<file path="src/rtl/ls280_serial_parity_rx.sv">
// Serial parity receiver: deserialises DATA_BITS data bits (LSB first) plus one
// parity bit, then presents the word with a one-cycle strobe and a parity-error flag.
module ls280_serial_parity_rx #(
   parameter int DATA_BITS  = 8,
   parameter int ODD_PARITY = 0
) (
   input  logic                 CLK,
   input  logic                 RST,
   input  logic                 SIN,
   input  logic                 SVALID,
   input  logic                 SSTART,
   output logic [DATA_BITS-1:0] DOUT,
   output logic                 DVALID,
   output logic                 PERR,
   output logic                 ABORT,
   output logic                 BUSY
);

   localparam int   CW     = $clog2(DATA_BITS + 1);
   localparam logic LP_ODD = (ODD_PARITY != 0);

   typedef enum logic [1:0] {
      S_IDLE   = 2'd0,
      S_DATA   = 2'd1,
      S_PARITY = 2'd2
   } state_t;

   state_t               r_state, w_state_nxt;
   logic [DATA_BITS-1:0] r_shift, w_shift_nxt;
   logic [CW-1:0]        r_cnt,   w_cnt_nxt;
   logic                 r_acc,   w_acc_nxt;
   logic [DATA_BITS-1:0] r_dout,  w_dout_nxt;
   logic                 r_perr,  w_perr_nxt;
   logic                 r_dvalid, w_dvalid_nxt;
   logic                 r_abort,  w_abort_nxt;
   logic                 r_busy,   w_busy_nxt;

   // Error when the XOR over data and parity disagrees with the selected sense.
   function automatic logic f_parity_err(input logic acc, input logic sin);
      return acc ^ sin ^ LP_ODD;
   endfunction

   // State register.
   always_ff @(posedge CLK) begin
      if (RST) begin
         r_state <= S_IDLE;
      end else begin
         r_state <= w_state_nxt;
      end
   end

   // Next-state and datapath decode; SSTART restarts from any state.
   always_comb begin
      w_state_nxt  = r_state;
      w_shift_nxt  = r_shift;
      w_cnt_nxt    = r_cnt;
      w_acc_nxt    = r_acc;
      w_dout_nxt   = r_dout;
      w_perr_nxt   = r_perr;
      w_dvalid_nxt = 1'b0;
      w_abort_nxt  = 1'b0;
      if (SVALID) begin
         if (SSTART) begin
            w_abort_nxt    = (r_state != S_IDLE);
            w_shift_nxt    = '0;
            w_shift_nxt[0] = SIN;
            w_cnt_nxt      = CW'(1);
            w_acc_nxt      = SIN;
            w_state_nxt    = S_DATA;
         end else begin
            case (r_state)
               S_IDLE: begin
                  w_state_nxt = S_IDLE;
               end
               S_DATA: begin
                  for (int i = 0; i < DATA_BITS; i++) begin
                     if (r_cnt == CW'(i)) begin
                        w_shift_nxt[i] = SIN;
                     end else begin
                        w_shift_nxt[i] = r_shift[i];
                     end
                  end
                  w_acc_nxt = r_acc ^ SIN;
                  w_cnt_nxt = r_cnt + CW'(1);
                  if (r_cnt == CW'(DATA_BITS - 1)) begin
                     w_state_nxt = S_PARITY;
                  end else begin
                     w_state_nxt = S_DATA;
                  end
               end
               S_PARITY: begin
                  w_dout_nxt   = r_shift;
                  w_perr_nxt   = f_parity_err(r_acc, SIN);
                  w_dvalid_nxt = 1'b1;
                  w_cnt_nxt    = '0;
                  w_state_nxt  = S_IDLE;
               end
               default: begin
                  w_state_nxt = S_IDLE;
               end
            endcase
         end
      end else begin
         w_state_nxt = r_state;
      end
      w_busy_nxt = (w_state_nxt != S_IDLE);
   end

   // Datapath and registered outputs.
   always_ff @(posedge CLK) begin
      if (RST) begin
         r_shift  <= '0;
         r_cnt    <= '0;
         r_acc    <= 1'b0;
         r_dout   <= '0;
         r_perr   <= 1'b0;
         r_dvalid <= 1'b0;
         r_abort  <= 1'b0;
         r_busy   <= 1'b0;
      end else begin
         r_shift  <= w_shift_nxt;
         r_cnt    <= w_cnt_nxt;
         r_acc    <= w_acc_nxt;
         r_dout   <= w_dout_nxt;
         r_perr   <= w_perr_nxt;
         r_dvalid <= w_dvalid_nxt;
         r_abort  <= w_abort_nxt;
         r_busy   <= w_busy_nxt;
      end
   end

   assign DOUT   = r_dout;
   assign PERR   = r_perr;
   assign DVALID = r_dvalid;
   assign ABORT  = r_abort;
   assign BUSY   = r_busy;

endmodule
</file>
<file path="config.mk">
export PLATFORM = sky130hd
export DESIGN_NAME = ls280_serial_parity_rx
export DESIGN_NICKNAME = d
export VERILOG_FILES = /design/src/rtl/ls280_serial_parity_rx.sv
export SDC_FILE = /design/constraint.sdc
export NUM_CORES = 1
export LEC_CHECK = 0
export BUFFER_PORTS_ARGS = -buffer_cell sky130_fd_sc_hd__buf_2
export CAP_MARGIN = 20
export CORE_UTILIZATION = 30
export DETAILED_ROUTE_END_ITERATION = 10
export PLACE_DENSITY = 0.55
export SETUP_SLACK_MARGIN = 0.02
export SYNTH_ARGS = -nofsm -noshare
export SYNTH_HDL_FRONTEND = slang
export SYNTH_SLANG_ARGS = --single-unit
</file>
<file path="constraint.sdc">
create_clock -name CLK -period 1.56 [get_ports CLK]
set_input_delay 0.156 -clock CLK [delete_from_list [all_inputs] [get_ports CLK]]
set_output_delay 0.156 -clock CLK [all_outputs]
set_load 0.02 [all_outputs]
</file>
Yosys cells after proc, flatten, opt, wreduce, memory -nomap -nowiden --
Cells that the tools add are included.
Cells by class: $add $sub $neg 1, $mul 0, div/mod/pow operators 0, magnitude comparators 0, equality and inequality tests 9, shift-type cells 0, multiplexer cells 19, bitwise gates (word level) 3, reduce and logical (&&, ||, !) cells 26
Operators by type and width (count):
- 3-bit AND reduction | 9
- 2-bit nonzero test | 11
- 4-bit by 3-bit == test with 1-bit output, second input constant | 4
- 8-bit two-way mux | 2
- 1-bit two-way mux | 11
- 4-bit by 2-bit == test with 1-bit output, second input constant | 2
- 2-bit two-way mux | 4
- 4-bit one-hot mux with 2 select lines | 1
- 3-bit OR reduction | 2
- 4-bit by 1-bit adder with 4-bit output, second input constant | 1
- 4-bit by 1-bit == test with 1-bit output, second input constant | 1
- 4-bit zero test | 1
- 4-bit two-way mux | 1
- 2-bit AND reduction | 2
- 3-bit nonzero test | 1
- 2-bit by 1-bit == test with 1-bit output, second input constant | 1
- 2-bit == test, second input constant | 1
- 1-bit NOT | 2
- 1-bit XOR | 1
Storage, ports and cells: bits in registers 27, bits in latches 0, RAM bits 0, memory bits (read-only) 0, input bits 5, output and inout bits 12, memories kept 0

Logic depth before layout (Yosys ltp) --
Gate-level depths: netlist of run 1.
depth in word-level cells 6, depth in mapped cells 6, gate-level depth less buffers 5

Least setup slack after synthesis of run 1 --
OpenSTA, ideal clock, no wires.
path type reg-to-reg, from register r_cnt[0], to register r_shift[7], library setup time 115 ps, data arrival time 1240 ps, required time 1445 ps, slack 205 ps, stages on the path, launching flop included 6, path buffers 0, cell sequence dfxtp_1 -> ha_1 -> nor2b_1 -> nand4_1 -> and3_1 -> o21ba_2
Between the ends: cells in the longest elaborated chain, start to end 3
RTL lines:
- start: declaration | RTL line 30 | logic [CW-1:0] r_cnt, w_cnt_nxt;
- start signal: assignment | RTL line 122 | r_cnt <= w_cnt_nxt;
- 4-bit by 3-bit == test with 1-bit output | RTL line 77 | if (r_cnt == CW'(i)) begin
- 2-bit nonzero test (no source line)
- 3-bit AND reduction (no source line)
- end signal: assignment | RTL line 121 | r_shift <= w_shift_nxt;
- end: declaration | RTL line 29 | logic [DATA_BITS-1:0] r_shift, w_shift_nxt;
Every way passes these cells. A chain may end at the register's enable or synchronous reset.

Worst setup path in the final report of run 1 --
Same ends and word-level chain as after synthesis.

==> metrics.md, run 1 <==
| Metric | Value |
|---|---|
| Rows | `23` |
| RSZ-0062 raised after global routing | `no` |
| Global route total overflow | `0` |
| CTS Root Cell | `clkbuf_8` |
| Final Wtd Congestion | `0.8325` |
| Multi-input logic area | `694.4 um^2` |
| Clock skew | `0.002066 ns` |
| Ys async rst share | `0%` |
| Largest net degree at the start of global routing | `20` |
| Critical path endpoint category | `register` |
| Hold Path Depth | `2` |
| R2R depth | `5` |
| Die area | `4657 um^2` |
| Io pins | `17` |
| CTS Buffer Depth | `2` |
| Max-slew headroom | `64.94%` |
| Post-Syn Nets | `171` |
| CP Max Fanout | `6` |
| Number of global-route vias before repair | `1,047` |
| Fin crit share | `86.53%` |
| Core Footprint | `4115 um^2` |
| CTS Sinks | `27` |
| ANT cells | `0` |
| Post-Route WL | `2699 um` |
| Min Clock Period, post-route | `1.350 ns` |
| DIE WIDTH | `68.24 um` |
| EDFF count, synth | `0` |
| PnR worst setup slack | `0.2102 ns` |
| Crit path DAT | `1.53 ns` |
| Startpoint type of the worst setup path | `register` |
| Synth Cell Area | `1316 um^2` |
| 1st-iter DRT viols | `39` |
| Worst hold-check path type | `in2reg` |
| First-pass GRT wire length | `4636 um` |
| DR pass1 iterations | `4` |
| Clk_lat worst skew | `0.27 ns` |
| Remaining antenna violation count after routing | `0` |
| FF+latch area | `543.0 um^2` |
| #FFs+latches synth | `27` |
| Initial antenna violation count | `0` |
| Fill count | `444` |
| Post-CTS Hold Buffers | `0` |
| Setup WS pre-CTS | `0.1665 ns` |
| Measured slew at the worst slew-check pin | `0.5211 ns` |
| Area growth syn-to-layout | `15.11%` |
| Fin. max-slew vios | `0` |
| Residual DRC | `0` |
| DR vias/cell | `4.918` |
| Fin Setup TNS | `0 ns` |
| PostCTS Resize Cnt | `0` |
| Tot GR Track Use | `12.99%` |
| Synth warn | `0` |
| Fin. Hold Viols | `0` |
| Kind of critical path | `reg2reg` |
| Number of distinct library cells after synthesis | `38` |
| Num CTS Buffers | `3` |
| Setup Fix Bufs, Post-CTS | `0` |
| Seq/Total Area, Yosys | `41.06%` |
| Status | `completed` |
| Critical Path RT | `1.74 ns` |
| Share of layout cells above drive strength 1 | `21.55%` |
| Peak Freq | `0.7408 GHz` |
| Overall Power | `1.240 mW` |
| CTS tree | `built` |
| Static leakage | `0.6082 nW` |
| Initial Util | `31.99%` |
| Maximum VDD drop | `0.3261 mV` |
| Ys flop type | `dfxtp_1` |
| Max_cap viols | `0` |
| Number of port buffers | `16` |
| Final HPWL DP | `1987 um` |
| Routed vias | `1,136` |
| PwrDens | `818.7 nW/um^2` |
| Final setup viols | `0` |
| Syn avg cell area | `8.125 um^2` |
| Worst-path clk slew | `0.10 ns` |
| Final nets | `191` |
| WL per Instance | `11.68 um` |
| Die Ht | `68.24 um` |
| H-Tree Level Count | `1` |
| Synth Instances | `162` |
report_power, final:
part           internal (mW)  switching (mW)
registers              0.699          0.0106
logic                 0.0458          0.0719
clock network          0.181           0.231
placed cells by master (no fill, tap or decap), types with 2 or more instances in the layout:
cell type	instances
inv_1	4
a21oi_1	20
o21ai_0	15
nor2_1	7
nand2_1	33
buf_4	9
nor3_1	3
dfxtp_1	25
nand3_1	2
dfxtp_2	2
nor2b_1	11
a211oi_1	2
buf_2	16
clkbuf_8	3
ha_1	4
cell type report:
| cell class | count | share of cell area [%] |
|---|---|---|
| flip-flops and latches | 27 | 35.84 |
| multi-input cells | 120 | 45.83 |
| well taps | 50 | 4.129 |
| clock buffers | 3 | 2.725 |
| repair buffers | 25 | 9.744 |
| clock inverters | 1 | 0.4955 |
| inverters | 5 | 1.239 |
critical path: stages (launching register included):
cell and delay, ns:
dfxtp_2 0.38, ha_1 0.17, nor2b_1 0.17, nand4_1 0.16, and3_1 0.20, o21ba_2 0.18
path summary, 6_finish.rpt:
path	from	slack, ns	to
setup / recovery	r_cnt[0]$_SDFFE_PP0P_	0.21	r_shift[7]$_SDFFE_PP0P_
hold / removal	RST	0.20	r_cnt[1]$_SDFFE_PP0P_
hold reg to reg	r_shift[5]$_SDFFE_PP0P_	0.45	DOUT[5]$_SDFFE_PP0P_
setup reg to reg	r_cnt[0]$_SDFFE_PP0P_	0.21	r_shift[7]$_SDFFE_PP0P_
state kept, by name (all words and copies together) (netlist names), 2 cells and up:
name     flops
r_shift      8
r_cnt        4
r_state      2
DOUT         8
Yosys cell counts (2+ instances only):
library cell | count | area share [%]
a211oi_1 | 2 | 1.1
a21oi_1 | 20 | 7.6
and3_1 | 2 | 0.95
buf_2 | 3 | 1.1
buf_6 | 3 | 2.6
clkbuf_1 | 3 | 0.86
dfxtp_1 | 27 | 41
ha_1 | 4 | 3.8
inv_1 | 4 | 1.1
nand2_1 | 33 | 9.4
nand3_1 | 2 | 0.76
nor2_1 | 7 | 2.0
nor2b_1 | 11 | 5.2
nor3_1 | 3 | 1.1
o21ai_0 | 15 | 5.7
kinds of logic after synthesis:
family / after synthesis / synth area share [%]
simple gates: 67 / 26.81
compound gates: 48 / 21.39
flops: 27 / 41.06
buf+inv: 15 / 6.272
fa+ha+maj: 4 / 3.802
xor+xnor: 1 / 0.6655
routing by layer:
| metal | share of wire [%] | GRT usage (%) | vias up |
|---|---|---|---|
| met1 | 52 | 17.10 | 510 |
| met3 | 3.0 | 1.500 | 0 |
| met2 | 45 | 21.94 | 29 |
| met4 | 0 | 3.906 | 0 |
| li1 | - | - | 597 |
| met5 | 0 | 0 | - |
per-stage QoR:
step                      hold WS (ns)  utilization, %  instance area [um^2]  std cells
final                           0.1976           36.82                  1515        231
after CTS                       0.1952           36.73                  1511        231
after floorplan                 0.3218               -                  1316        162
after global routing            0.2062           36.82                  1515        231
after detailed placement        0.4408           35.54                  1463        227
after global placement          0.4387           35.54                  1463        227
(Power assumes the default switching activity.)
==> run 2, diff against run 1 <==
Settings changed: RECOVER_POWER set to 50.
==> run 2 against run 1 <==
First-iteration DRC count shrank 26%; maximum frequency down 2.2%; via count decreased by 0.97%; worst hold slack improved by 0.0062 ns; flip-flop and latch count unchanged; register-to-register slack worse by 0.03 ns; sequential power barely moved; clock-buffer cell count did not move; clock skew about the same; largest power group unchanged; highest routed layer is now met4.
==> metrics.md, run 2 (synthesis gave the netlist of run 1 again) <==
| Metric | Value |
|---|---|
| Peak Freq | `0.7246 GHz (was 0.7408 GHz)` |
| Residual DRC | `0 (unchanged)` |
| Setup Fix Bufs, Post-CTS | `0 (unchanged)` |
| CTS Root Cell | `clkbuf_8 (unchanged)` |
| Hold Slack | `0.2038 ns (was 0.1976 ns)` |
| Fin. Hold Viols | `0 (unchanged)` |
| Internal | `0.9235 mW (was 0.9265 mW)` |
| Peak per-stage delay on the critical path | `0.45 ns (was 0.38 ns)` |
| CTS Buffer Depth | `2 (unchanged)` |
| Sw Ratio | `25.35% (was 25.31%)` |
| DR vias/cell | `4.870 (was 4.918)` |
| Max-slew headroom | `63.60% (was 64.94%)` |
| Bufs and invs on worst path | `0 (unchanged)` |
| Tot GR Track Use | `12.99% (unchanged)` |
| Die Ht | `68.24 um (unchanged)` |
| Initial Util | `31.99% (unchanged)` |
| Crit path DAT | `1.57 ns (was 1.53 ns)` |
| Initial antenna violation count | `0 (unchanged)` |
| Fin Setup TNS | `0 ns (unchanged)` |
| Worst-path clk slew | `0.10 ns (about the same)` |
| Setup WS pre-CTS | `0.1665 ns (unchanged)` |
| PwrDens | `833.6 nW/um^2 (was 818.7 nW/um^2)` |
| CTS Sinks | `27 (unchanged)` |
| Num CTS Buffers | `3 (unchanged)` |
| Fin. max-slew vios | `0 (unchanged)` |
| Final Wtd Congestion | `0.8325 (unchanged)` |
| Most frequent cells in the layout | `nand2_1, dfxtp_1, a21oi_1 (unchanged)` |
| Kind of critical path | `reg2reg (unchanged)` |
| PnR worst setup slack | `0.1800 ns (was 0.2102 ns)` |
| Routed vias | `1,125 (was 1,136)` |
| Post-CTS Hold Buffers | `0 (unchanged)` |
| Startpoint type of the worst setup path | `register (unchanged)` |
| Final Non-Filler Cells | `231 (unchanged)` |
| CTS tree | `built (unchanged)` |
| Clk_lat worst skew | `0.27 ns (about the same)` |
| Placed Area | `1463 um^2 (unchanged)` |
| 1st-iter DRT viols | `29 (was 39)` |
| WL per Instance | `11.87 um (was 11.68 um)` |
| Die area | `4657 um^2 (unchanged)` |
| DP Cell Count | `227 (unchanged)` |
| Static leakage | `0.5477 nW (was 0.6082 nW)` |
| Largest net degree at the start of global routing | `20 (unchanged)` |
| DIE WIDTH | `68.24 um (unchanged)` |
| Remaining antenna violation count after routing | `0 (unchanged)` |
| Clock skew | `0.002118 ns (was 0.002066 ns)` |
| DR pass1 iterations | `4 (unchanged)` |
| Critical path endpoint category | `register (unchanged)` |
| RSZ-0062 raised after global routing | `no (unchanged)` |
| Min Clock Period, post-route | `1.380 ns (was 1.350 ns)` |
| Maximum VDD drop | `0.3258 mV (was 0.3261 mV)` |
| Critical path's top delay family | `simple AND/OR/NAND/NOR gates (unchanged)` |
| Post-route cell area | `1484 um^2 (was 1515 um^2)` |
| Measured slew at the worst slew-check pin | `0.5411 ns (was 0.5211 ns)` |
| Core Footprint | `4115 um^2 (unchanged)` |
| Share of layout cells above drive strength 1 | `12.71% (was 21.55%)` |
| Rows | `23 (unchanged)` |
| Worst hold-check path type | `in2reg (unchanged)` |
| Number of port buffers | `16 (unchanged)` |
| CP Max Fanout | `7 (was 6)` |
| Crit-path slowest cell | `dfxtp_1 (was dfxtp_2)` |
| Number of global-route vias before repair | `1,047 (unchanged)` |
| ANT cells | `0 (unchanged)` |
| Combinational power share | `9.3% (was 9.5%)` |
| Clk pwr share | `33.4% (was 33.3%)` |
| Io pins | `17 (unchanged)` |
| Most common cell after layout, fill and taps aside | `nand2_1 (unchanged)` |
| Global route total overflow | `0 (unchanged)` |
| Final nets | `191 (unchanged)` |
| Max_cap viols | `0 (unchanged)` |
| Fin crit share | `88.46% (was 86.53%)` |
| First-pass GRT wire length | `4636 um (unchanged)` |
| Status | `completed (unchanged)` |
| Area growth syn-to-layout | `12.74% (was 15.11%)` |
| H-Tree Level Count | `1 (unchanged)` |
| Net Switching | `0.3135 mW (was 0.3140 mW)` |
| Final setup viols | `0 (unchanged)` |
| Post-Route WL | `2741 um (was 2699 um)` |
| Sequential share of power | `57.3% (was 57.2%)` |
| Critical Path RT | `1.75 ns (was 1.74 ns)` |
| Critical Path, Cell by Cell | `nand2b_1 > nor3_1 > a41oi_1 > a311oi_1 (was ha_1 > nor2b_1 > nand4_1 > and3_1 > o21ba_2)` |
| Final HPWL DP | `1987 um (unchanged)` |
run 2: area by class of cell:
cell class	count	area, um^2
Clock buffer	3	41.29
Clock inverter	1	7.507
Fill cell	452	2631
Inverter	5	18.77
Multi-Input combinational cell	120	685.7
Sequential cell	27	543.0
Tap cell	50	62.56
Timing Repair Buffer	25	125.1
run 2: final timing paths:
path                                 from                    end  slack [ns]  cells after the start
hold reg to reg   r_shift[5]$_SDFFE_PP0P_   DOUT[5]$_SDFFE_PP0P_        0.45                      2
setup / recovery    r_state[0]$_SDFF_PP0_  r_cnt[3]$_SDFFE_PP0P_        0.18                      4
setup reg to reg    r_state[0]$_SDFF_PP0_  r_cnt[3]$_SDFFE_PP0P_        0.18                      4
hold / removal                        RST  r_cnt[1]$_SDFFE_PP0P_        0.20                      2
run 2: what timing repair did:
item / CTS / global route
hold endpoints to repair: 0 / 0
endpoints found under the setup margin: 0 / 5
resized for setup: 0 / 3
run 2: power groups by stage:
| stage | Sequential, mW | Combinational, mW | Clock (mW) |
|---|---|---|---|
| after floorplan | 0.724 | 0.0825 | 0 |
| after global placement | 0.725 | 0.120 | 0 |
| after detailed placement | 0.725 | 0.118 | 0 |
| after CTS | 0.709 | 0.118 | 0.435 |
| after global routing | 0.711 | 0.128 | 0.455 |
| final | 0.709 | 0.115 | 0.413 |
run 2: per-layer routing:
layer,up-vias,global-route usage [%],wire length (um)
li1,596,-,-
met1,502,17.10,1441
met2,25,21.94,1188
met3,2,1.500,86
met4,0,3.906,25
met5,-,0,0
run 2: stage by stage:
stage / util [%] / power (mW)
5_1_grt: 36.06 / 1.295
2_1_floorplan: - / 0.8060
3_5_place_dp: 35.54 / 0.8429
6_report: 36.06 / 1.237
4_1_cts: 36.73 / 1.262
3_3_place_gp: 35.54 / 0.8447
==> run 3, diff against run 2 <==
Settings changed: ABC_AREA set to 1, CORE_UTILIZATION 30 to 58, CTS_BUF_LIST set to sky130_fd_sc_hd__clkbuf_8, PLACE_DENSITY 0.55 to 0.88.
==> run 3 against run 2 <==
Critical path depth up 2; combinational power up 17%; maximum frequency about the same; synthesized cell count is 9.3% higher; die area is 49% lower; wire length shrank 5.7%; sequential share of layout area grew 2.9 points; via count increased by 4.2%; largest cell class unchanged.
==> metrics.md, run 3 <==
| Metric | Value |
|---|---|
| Net Switching | `0.3309 mW (was 0.3135 mW)` |
| Most frequent cells in the layout | `nand2_1, nor2_1, dfxtp_1 (was nand2_1, dfxtp_1, a21oi_1)` |
| Ys async rst share | `0% (unchanged)` |
| ANT cells | `0 (unchanged)` |
| Worst Setup EP | `BUSY$_SDFF_PP0_ (was r_cnt[3]$_SDFFE_PP0P_)` |
| Final HPWL DP | `1808 um (was 1987 um)` |
| Yosys top cell by area | `dfxtp_1 (unchanged)` |
| Synth top area share | `42.81% (was 41.06%)` |
| 1st-iter DRT viols | `37 (was 29)` |
| #FFs+latches synth | `27 (unchanged)` |
| Reg2reg setup slack | `0.18 ns (about the same)` |
| Core Footprint | `2002 um^2 (was 4115 um^2)` |
| Synth Cell Area | `1262 um^2 (was 1316 um^2)` |
| Global route total overflow | `0 (unchanged)` |
| Measured slew at the worst slew-check pin | `0.4131 ns (was 0.5411 ns)` |
| CTS tree | `built (unchanged)` |
| PnR worst setup slack | `0.1798 ns (was 0.1800 ns)` |
| Routed vias | `1,172 (was 1,125)` |
| Hold_sp | `RST (unchanged)` |
| Combinational power share | `10.6% (was 9.3%)` |
| Worst hold-check path type | `in2reg (unchanged)` |
| Post-Route WL | `2586 um (was 2741 um)` |
| Critical Path RT | `1.73 ns (was 1.75 ns)` |
| Num CTS Buffers | `3 (unchanged)` |
| RSZ-0062 raised after global routing | `no (unchanged)` |
| CTS Buffer Depth | `2 (unchanged)` |
| H-Tree Level Count | `1 (unchanged)` |
| DR vias/cell | `5.352 (was 4.870)` |
| Seq/Total Area, Yosys | `42.81% (was 41.06%)` |
| Crit path DAT | `1.55 ns (was 1.57 ns)` |
| Io pins | `17 (unchanged)` |
| R2R Path End | `BUSY$_SDFF_PP0_ (was r_cnt[3]$_SDFFE_PP0P_)` |
| Die Ht | `48.66 um (was 68.24 um)` |
| PwrDens | `923.8 nW/um^2 (was 833.6 nW/um^2)` |
| CTS Sinks | `27 (unchanged)` |
| Placed Area | `1345 um^2 (was 1463 um^2)` |
| Sw Ratio | `26.09% (was 25.35%)` |
| Fin. Hold Viols | `0 (unchanged)` |
| CP Max Fanout | `6 (was 7)` |
| CTS Root Cell | `clkbuf_8 (unchanged)` |
| Most common cell after layout, fill and taps aside | `nand2_1 (unchanged)` |
| DIE WIDTH | `48.66 um (was 68.24 um)` |
| Top-count cell post-synth | `nand2_1 (unchanged)` |
| Final nets | `202 (was 191)` |
| Max-slew headroom | `72.40% (was 63.60%)` |
| Fin Setup TNS | `0 ns (unchanged)` |
| Static leakage | `0.6303 nW (was 0.5477 nW)` |
| Top cells by area, synth | `dfxtp_1, nand2_1, nor2_1 (was dfxtp_1, nand2_1, a21oi_1)` |
| Status | `completed (unchanged)` |
| Synth warn | `0 (unchanged)` |
| Synth Instances | `177 (was 162)` |
| Clock skew | `0.004263 ns (was 0.002118 ns)` |
| Tot GR Track Use | `23.09% (was 12.99%)` |
| Clk pwr share | `32.1% (was 33.4%)` |
| Setup Fix Bufs, Post-CTS | `0 (unchanged)` |
| Min Clock Period, post-route | `1.380 ns (about the same)` |
| Peak Freq | `0.7245 GHz (was 0.7246 GHz)` |
| Hold Slack | `0.1150 ns (was 0.2038 ns)` |
| Largest net degree at the start of global routing | `23 (was 20)` |
| First-pass GRT wire length | `4326 um (was 4636 um)` |
| Maximum VDD drop | `0.6163 mV (was 0.3258 mV)` |
| DR pass1 iterations | `4 (unchanged)` |
| Initial Util | `63.06% (was 31.99%)` |
| Synth top cells by count | `nand2_1, nor2_1, dfxtp_1, nand3_1, a21oi_1 (was nand2_1, dfxtp_1, a21oi_1, o21ai_0, nor2b_1)` |
| Setup WS pre-CTS | `0.1817 ns (was 0.1665 ns)` |
| Startpoint type of the worst setup path | `register (unchanged)` |
| Peak per-stage delay on the critical path | `0.43 ns (was 0.45 ns)` |
| Reg2reg start | `r_cnt[1]$_SDFFE_PP0P_ (was r_state[0]$_SDFF_PP0_)` |
| Number of port buffers | `16 (unchanged)` |
| Final Wtd Congestion | `0.8631 (was 0.8325)` |
| Post-CTS Hold Buffers | `0 (unchanged)` |
| Critical Path, Cell by Cell | `ha_1 > nand3_1 > inv_1 > nor2_1 > o21ai_0 > nand2_1 (was nand2b_1 > nor3_1 > a41oi_1 > a311oi_1)` |
| Share of layout cells above drive strength 1 | `9.375% (was 12.71%)` |
| Crit. Startpoint | `r_cnt[1]$_SDFFE_PP0P_ (was r_state[0]$_SDFF_PP0_)` |
| Critical path endpoint category | `register (unchanged)` |
| Internal | `0.9371 mW (was 0.9235 mW)` |
| Residual DRC | `0 (unchanged)` |
| Syn avg cell area | `7.133 um^2 (was 8.125 um^2)` |
| Number of global-route vias before repair | `1,071 (was 1,047)` |
| Rows | `16 (was 23)` |
| Post-route cell area | `1373 um^2 (was 1484 um^2)` |
| EDFF count, synth | `0 (unchanged)` |
| Die area | `2367 um^2 (was 4657 um^2)` |
| Initial antenna violation count | `0 (unchanged)` |
| Kind of critical path | `reg2reg (unchanged)` |
| Final setup viols | `0 (unchanged)` |
| Fin. max-slew vios | `0 (unchanged)` |
| Ys flop type | `dfxtp_1 (unchanged)` |
| Max_cap viols | `0 (unchanged)` |
| Area growth syn-to-layout | `8.722% (was 12.74%)` |
| Number of distinct library cells after synthesis | `22 (was 38)` |
| WL per Instance | `11.81 um (was 11.87 um)` |
| Clk_lat worst skew | `0.27 ns (about the same)` |
| Sequential share of power | `57.3% (about the same)` |
| Post-Syn Nets | `186 (was 171)` |
| Worst-path clk slew | `0.09 ns (was 0.10 ns)` |
| Fin crit share | `88.48% (was 88.46%)` |
| PostCTS Resize Cnt | `0 (unchanged)` |
| Remaining antenna violation count after routing | `0 (unchanged)` |
| Crit-path slowest cell | `dfxtp_1 (unchanged)` |
| R2R depth | `6 (was 4)` |
[run 3: cell count changes in the layout (fill, tap and decap cells not counted), sizes merged, moves of 7 or more]
cell   delta
inv      +11
nand2     +7
nand3    +16
nor2     +29
nor2b    -11
[run 3: power by group through the flow]
stage,clock (mW),sequential (mW),combinational [mW]
final,0.407,0.726,0.134
after global routing,0.431,0.729,0.151
after CTS,0.406,0.726,0.135
after detailed placement,0,0.741,0.134
after global placement,0,0.741,0.131
after floorplan,0,0.742,0.106
[run 3: per-layer routing]
layer / wire length [um] / GRT usage (%)
met5: 0 / 0
met4: 25 / 10.78
met3: 126 / 5.031
met2: 1254 / 38.19
met1: 1179 / 28.40
[run 3: how the worst min path moves through the flow]
| stage | to | slack [ns] | cells after the start |
|---|---|---|---|
| 6_report | r_cnt[1]$_SDFFE_PP0P_ | 0.11 | 2 |
| 5_1_grt | r_cnt[1]$_SDFFE_PP0P_ | 0.12 | 2 |
| 4_1_cts | r_cnt[1]$_SDFFE_PP0P_ | 0.11 | 2 |
| 3_5_place_dp | r_cnt[1]$_SDFFE_PP0P_ | 0.40 | 2 |
| 3_3_place_gp | r_cnt[3]$_SDFFE_PP0P_ | 0.40 | 2 |
| 2_1_floorplan | r_cnt[1]$_SDFFE_PP0P_ | 0.23 | 1 |
[run 3: logic make-up (layout without fill, tap and decap cells)]
kind of cell,after synthesis,after routing,synth area share (%)
xor+xnor,1,1,0.6939
buf+inv,22,37,7.828
simple gates,96,96,32.61
compound gates,27,27,12.09
flops,27,27,42.81
fa+ha+maj,4,4,3.964
[run 3: critical path: cells and delay by family (launching register included)]
| kind | cells | cell delay, ns |
|---|---|---|
| compound gates | 1 | 0.22 |
| fa+ha+maj | 1 | 0.25 |
| buf+inv | 1 | 0.10 |
| flops | 1 | 0.43 |
| simple gates | 3 | 0.26 |
[run 3: per-stage QoR]
| step | utilization, % | std cells | power (mW) |
|---|---|---|---|
| after floorplan | - | 177 | 0.8472 |
| after global placement | 67.19 | 215 | 0.8719 |
| after CTS | 69.63 | 219 | 1.267 |
| after global routing | 68.56 | 219 | 1.311 |
| after detailed placement | 67.19 | 215 | 0.8753 |
| final | 68.56 | 219 | 1.268 |
[run 3: final cells by class]
cell class | instances | area (um^2)
repair buffers | 17 | 72.57
well taps | 27 | 33.78
inverters | 16 | 60.06
multi-input cells | 128 | 615.6
flip-flops and latches | 27 | 541.8
clock inverters | 1 | 7.507
fillers | 174 | 629.4
clock buffers | 3 | 41.29
